File: src/rtl/sd_adc_decimator.sv
// sd_adc_decimator: 1-bit sigma-delta bitstream to 16-bit signed PCM.
// Signal chain: +/-1 mapping -> three cascaded integrators -> decimate by 2**LOG2_R
// -> three pipelined combs (differential delay 1) -> arithmetic scale -> clamp to
// 16 bits -> single-entry output register with valid/ready handshake.
//
// Handshake: output_data is offered while out_valid is high. A transfer happens on
// an enabled clock edge where out_valid && out_ready are both high. output_data stays
// stable until that transfer, unless a newer sample overwrites it. An overwrite of a
// sample that was never transferred sets the sticky overrun flag. out_ready is
// ignored while out_valid is low, and no transfer happens while clk_enable is low.
module sd_adc_decimator #(
  parameter int LOG2_R = 6
) (
  input  logic        clk,
  input  logic        reset,
  input  logic        clk_enable,
  input  logic        bit_in,
  input  logic        bit_valid,
  output logic [15:0] output_data,
  output logic        out_valid,
  input  logic        out_ready,
  output logic        overrun
);

  // Integrator/comb width: 2 bits for the +/-1 input plus 3*LOG2_R bits of CIC gain.
  localparam int ACC_W = 2 + 3 * LOG2_R;
  // Right shift that brings the CIC gain R**3 down to a 16-bit full scale.
  localparam int SHIFT = 3 * LOG2_R - 15;

  localparam logic signed [ACC_W-1:0] SAT_MAX = ACC_W'(32767);
  localparam logic signed [ACC_W-1:0] SAT_MIN = ACC_W'(-32768);
  localparam logic [1:0]              WARM_DONE = 2'd3;

  // ---------------------------------------------------------------------------
  // Input mapping and integrator datapath
  // ---------------------------------------------------------------------------
  logic                    accept;
  logic signed [ACC_W-1:0] x_ext;
  logic signed [ACC_W-1:0] integ1;
  logic signed [ACC_W-1:0] integ2;
  logic signed [ACC_W-1:0] integ3;
  logic signed [ACC_W-1:0] integ1_next;
  logic signed [ACC_W-1:0] integ2_next;
  logic signed [ACC_W-1:0] integ3_next;

  // A bit is taken only when the whole block is enabled.
  assign accept = clk_enable & bit_valid;

  // 1 -> +1, 0 -> -1, sign-extended to the accumulator width.
  assign x_ext = bit_in ? {{(ACC_W-1){1'b0}}, 1'b1} : {ACC_W{1'b1}};

  // The cascade is combinational within one input sample, so the decimation
  // strobe can capture integrator 3 as updated by the very bit that raises it.
  assign integ1_next = integ1 + x_ext;
  assign integ2_next = integ2 + integ1_next;
  assign integ3_next = integ3 + integ2_next;

  // Integrators: modular two's-complement accumulation, wrap-around is expected.
  always_ff @(posedge clk or negedge reset) begin
    if (!reset) begin
      integ1 <= '0;
      integ2 <= '0;
      integ3 <= '0;
    end else if (accept) begin
      integ1 <= integ1_next;
      integ2 <= integ2_next;
      integ3 <= integ3_next;
    end
  end

  // ---------------------------------------------------------------------------
  // Decimation phase
  // ---------------------------------------------------------------------------
  logic [LOG2_R-1:0] phase;
  logic              strobe;

  // Last bit of a frame (phase R-1) produces one decimated sample.
  assign strobe = accept && (phase == {LOG2_R{1'b1}});

  // Phase counter: counts accepted bits, wraps naturally from R-1 to 0.
  always_ff @(posedge clk or negedge reset) begin
    if (!reset) begin
      phase <= '0;
    end else if (accept) begin
      phase <= phase + 1'b1;
    end
  end

  // ---------------------------------------------------------------------------
  // Comb pipeline: one stage per enabled clock, independent of bit_valid.
  // Stage valid flags travel with the data so a reset mid-flight drops it.
  // ---------------------------------------------------------------------------
  logic                    stage0_valid;
  logic                    stage1_valid;
  logic                    stage2_valid;
  logic signed [ACC_W-1:0] comb_in;
  logic signed [ACC_W-1:0] comb1;
  logic signed [ACC_W-1:0] comb2;
  logic signed [ACC_W-1:0] comb3;
  logic signed [ACC_W-1:0] delay1;
  logic signed [ACC_W-1:0] delay2;
  logic signed [ACC_W-1:0] delay3;
  logic                    stage3_fire;

  // Decimation capture: latch integrator 3 at the strobe edge.
  always_ff @(posedge clk or negedge reset) begin
    if (!reset) begin
      stage0_valid <= 1'b0;
      comb_in      <= '0;
    end else if (clk_enable) begin
      stage0_valid <= strobe;
      if (strobe) begin
        comb_in <= integ3_next;
      end
    end
  end

  // Comb stage 1: first difference against the previous decimated sample.
  always_ff @(posedge clk or negedge reset) begin
    if (!reset) begin
      stage1_valid <= 1'b0;
      comb1        <= '0;
      delay1       <= '0;
    end else if (clk_enable) begin
      stage1_valid <= stage0_valid;
      if (stage0_valid) begin
        comb1  <= comb_in - delay1;
        delay1 <= comb_in;
      end
    end
  end

  // Comb stage 2: second difference.
  always_ff @(posedge clk or negedge reset) begin
    if (!reset) begin
      stage2_valid <= 1'b0;
      comb2        <= '0;
      delay2       <= '0;
    end else if (clk_enable) begin
      stage2_valid <= stage1_valid;
      if (stage1_valid) begin
        comb2  <= comb1 - delay2;
        delay2 <= comb1;
      end
    end
  end

  // Comb stage 3 result feeds the scaler directly and lands in the output register.
  assign comb3       = comb2 - delay3;
  assign stage3_fire = clk_enable && stage2_valid;

  // Comb stage 3 delay element.
  always_ff @(posedge clk or negedge reset) begin
    if (!reset) begin
      delay3 <= '0;
    end else if (stage3_fire) begin
      delay3 <= comb2;
    end
  end

  // ---------------------------------------------------------------------------
  // Scale and saturate
  // ---------------------------------------------------------------------------
  logic signed [ACC_W-1:0] scaled;
  logic signed [ACC_W-1:0] clamped;

  assign scaled = comb3 >>> SHIFT;

  // Clamp the scaled value into the signed 16-bit range.
  always_comb begin
    clamped = scaled;
    if (scaled > SAT_MAX) begin
      clamped = SAT_MAX;
    end else if (scaled < SAT_MIN) begin
      clamped = SAT_MIN;
    end
  end

  // ---------------------------------------------------------------------------
  // Warm-up: the combs hold zero history for the first three decimated samples,
  // so those results are dropped.
  // ---------------------------------------------------------------------------
  logic [1:0] warm_cnt;
  logic       load;

  assign load = stage3_fire && (warm_cnt == WARM_DONE);

  // Warm-up counter: counts stage-3 results, saturates at 3.
  always_ff @(posedge clk or negedge reset) begin
    if (!reset) begin
      warm_cnt <= '0;
    end else if (stage3_fire && (warm_cnt != WARM_DONE)) begin
      warm_cnt <= warm_cnt + 2'd1;
    end
  end

  // ---------------------------------------------------------------------------
  // Output register and handshake
  // ---------------------------------------------------------------------------

  // Output register: a new sample has priority over a transfer on the same edge.
  always_ff @(posedge clk or negedge reset) begin
    if (!reset) begin
      output_data <= '0;
      out_valid   <= 1'b0;
      overrun     <= 1'b0;
    end else if (clk_enable) begin
      if (load) begin
        output_data <= clamped[15:0];
        out_valid   <= 1'b1;
        if (out_valid && !out_ready) begin
          overrun <= 1'b1;
        end
      end else if (out_valid && out_ready) begin
        out_valid <= 1'b0;
      end
    end
  end

endmodule

File: config.mk
export PLATFORM = sky130hd
export DESIGN_NAME = sd_adc_decimator
export DESIGN_NICKNAME = d
export VERILOG_FILES = /design/src/rtl/sd_adc_decimator.sv
export SDC_FILE = /design/constraint.sdc
export NUM_CORES = 1
export LEC_CHECK = 0
export ABC_AREA = 1
export BUFFER_PORTS_ARGS = -buffer_cell sky130_fd_sc_hd__buf_2
export CAP_MARGIN = 20
export CORE_UTILIZATION = 55
export DETAILED_ROUTE_END_ITERATION = 16
export PLACE_DENSITY = 0.79
export SLEW_MARGIN = 20
export SYNTH_ARGS = -nofsm -noshare
export SYNTH_HDL_FRONTEND = slang
export SYNTH_SLANG_ARGS = --single-unit
File: constraint.sdc
create_clock -name clk -period 7.2 [get_ports clk]
set_input_delay 0.36 -clock clk [delete_from_list [all_inputs] [get_ports clk]]
set_output_delay 0.36 -clock clk [all_outputs]
set_load 0.01 [all_outputs]
==> out/metrics.yaml <==
run_status:
  status: "finished clean"
floorplan:
  die_h_um: 158.9
  ioPinCount: 24
  initial_core_util_pct: 55.82
  die_area_um2: 25240
  coreArea_um2: 24250
  die_w_um: 158.9
  std_cell_rows: 57
placed_design:
  port_buffers: 23
  dp.final_hpwl_um: 22560
  gp_congestion: 0.9317
cts:
  ctsRootBufferMaster: "clkbuf_16"
  cts.reportedPaths.clkPinSlew_ps: 60
  insertion_delay_ps: 530
  cts_buffer_depth: 3
  htree_levels: 1
  clkSinkCount: 209
  cts-resized-gates: 0
  cts_tree: "done"
  cts_buffers: 23
routing:
  drc: 0
  drtIter0Drc: 668
  avgViaCountPerCell: 5.455
  ant_nets: 0
  drt_wl_total_um: 30300
  avgRoutedWirePerCell_um: 14.73
  vias: 11220
  first_pass_iters: 5
timing:
  hold_viol: 0
  timing.fmax_ghz: 0.1914
  tns_ps: 0
  rsz0062_at_grt: "no"
  drv_slew: 0
  max_slew_margin_pct: 28.77
  min_period_ps: 5226
  setup_violations: 0
  fin_skew_ps: 17.28
  worst_slew_pin_slew_ps: 1067
  fin_crit_sh_pct: 72.58
synthesis:
  synth_area_um2: 13540
  synth_edf_count: 0
  synth-seq-cells: 209
  synthArstFlopShare_pct: 100.0
  ys.warnings.count: 0
  synthCells: 1701
  synth_nets: 1829
  synthTopCellsByArea: "dfrtp_1 (39%), nand2_1 (13%), ha_1 (11%), o21ai_0 (6.0%), inv_1 (4.9%)"
  synth_area_leader_cell: "dfrtp_1"
  synth.distinct_cells: 59
  synth_ff_type: "dfrtp_1"
  ys_seq_area_share_pct: 38.64
  netlist.area_leader.share_pct: 38.64
  syn_avg_cell_area_um2: 7.957
critical_path:
  start_kind: "primary input"
  endpoint: "comb_in[19]"
  cp_top_family: "simple AND/OR/NAND/NOR gates"
  worstPathRequired_ps: 7620
  rr_worst_depth: 28
  path_depth: 27
  crit_type: "in2reg"
  path_buf_inv: 2
  crit_path_end_kind: "register"
  r2r_start: "integ1[0]"
  reg2reg_to: "comb_in[19]"
  arrival_ps: 5640
  crit_slowest_cell: "o311ai_0"
  worstSetupStartpoint: "bit_in"
  cpMostUsedCell: "nand2_1"
  cp_max_fo: 18
  critPathMaxStageDelay_ps: 550
  rrSetupSlack_ps: 2020
global_route:
  grt_pass1_vias: 11080
  grt_pass1_wl_um: 52370
  grt_usage_pct: 24.84
  grt_start_max_net_pins: 139
  grt_overflow: 0
  antenna_found_initial: 0
finish:
  final_core_util_pct: 60.83
  final_nets: 1846
  layout_common_cells: "nand2_1 (483), dfrtp_1 (209), inv_1 (175)"
  diodes: 0
  mostFrequentLayoutCell: "nand2_1"
  syn_to_final_growth_pct: 8.976
  drive_gt1_share_pct: 7.559
flow_run:
  maxCapViolations: 0
hold_path:
  min_path_type: "in2reg"
[worst min-delay path: cells and delay by family]
family,cells,cell delay (ps)
buffers and inverters,1,90
AND/OR/NAND/NOR,3,150
[layer usage]
| metal | global-route usage (%) | wire (um) | vias up |
|---|---|---|---|
| li1 | - | - | 5671 |
| met1 | 32.44 | 13710 | 5260 |
| met2 | 42.46 | 14490 | 214 |
| met3 | 2.612 | 915 | 76 |
| met4 | 9.441 | 1190 | 0 |
| met5 | 0 | 0 | - |
[cell type report]
type                            instances  area, um2
Fill cell                            2155       9498
Multi-Input combinational cell       1271       7443
Sequential cell                       209       5230
Inverter                              182      683.2
Clock buffer                           27      610.6
Tap cell                              324      405.4
Timing Repair Buffer                   31      207.7
Clock inverter                         13      170.2
[synthesized netlist by cell type, drive strengths merged, types with 13 or more instances]
| cell | count |
|---|---|
| nand2 | 492 |
| clkbuf | 29 |
| ha | 117 |
| nand4 | 16 |
| a31oi | 13 |
| nor2 | 67 |
| nand3 | 78 |
| a21oi | 109 |
| o21ai | 180 |
| dfrtp | 209 |
| nor3 | 18 |
| xnor2 | 42 |
| a21o | 13 |
| inv | 181 |
| xor2 | 57 |
[cells by family after synthesis]
family	Yosys count	synth area share, %
simple gates	688	21.46
fa+ha+maj	122	11.55
flops	209	38.64
buf+inv	221	6.369
xor+xnor	99	6.461
mux	1	0.08319
compound gates	361	15.43
[how the worst min path moves through the flow]
stage,from,end,slack (ps),depth (start not counted)
2_1_floorplan,reset,comb1[0],60,0
3_3_place_gp,overrun,overrun,440,1
3_5_place_dp,overrun,overrun,460,1
4_1_cts,reset,comb1[14],10,1
5_1_grt,out_ready,out_valid,110,4
6_report,out_ready,out_valid,100,4
[through the flow]
stage	worst slack, ps	std cells	hold slack, ps	area [um2]
after CTS	2031	2055	9.924	14710
after floorplan	2525	1701	64.41	13540
after global routing	1575	2057	109.4	14750
after detailed placement	1493	2015	456.3	13930
final	1974	2057	98.76	14750
after global placement	1724	2015	444.4	13930
[repair_timing]
action	in CTS	in global routing
buffers inserted	0	0
hold endpoints to repair	0	67
endpoints found under the setup margin	0	0
hold buffers	0	1
[registers in the layout, indices dropped and copies added (netlist names), 2 cells and up]
register,count
comb1,20
comb2,20
comb_in,20
delay1,20
delay2,20
delay3,20
integ1,20
integ2,20
integ3,20
output_data,16
phase,6
warm_cnt,2
Power is left out: the tool's default activity adds up to more than one toggle a clock period on the data nets, which glitch-free logic cannot reach.
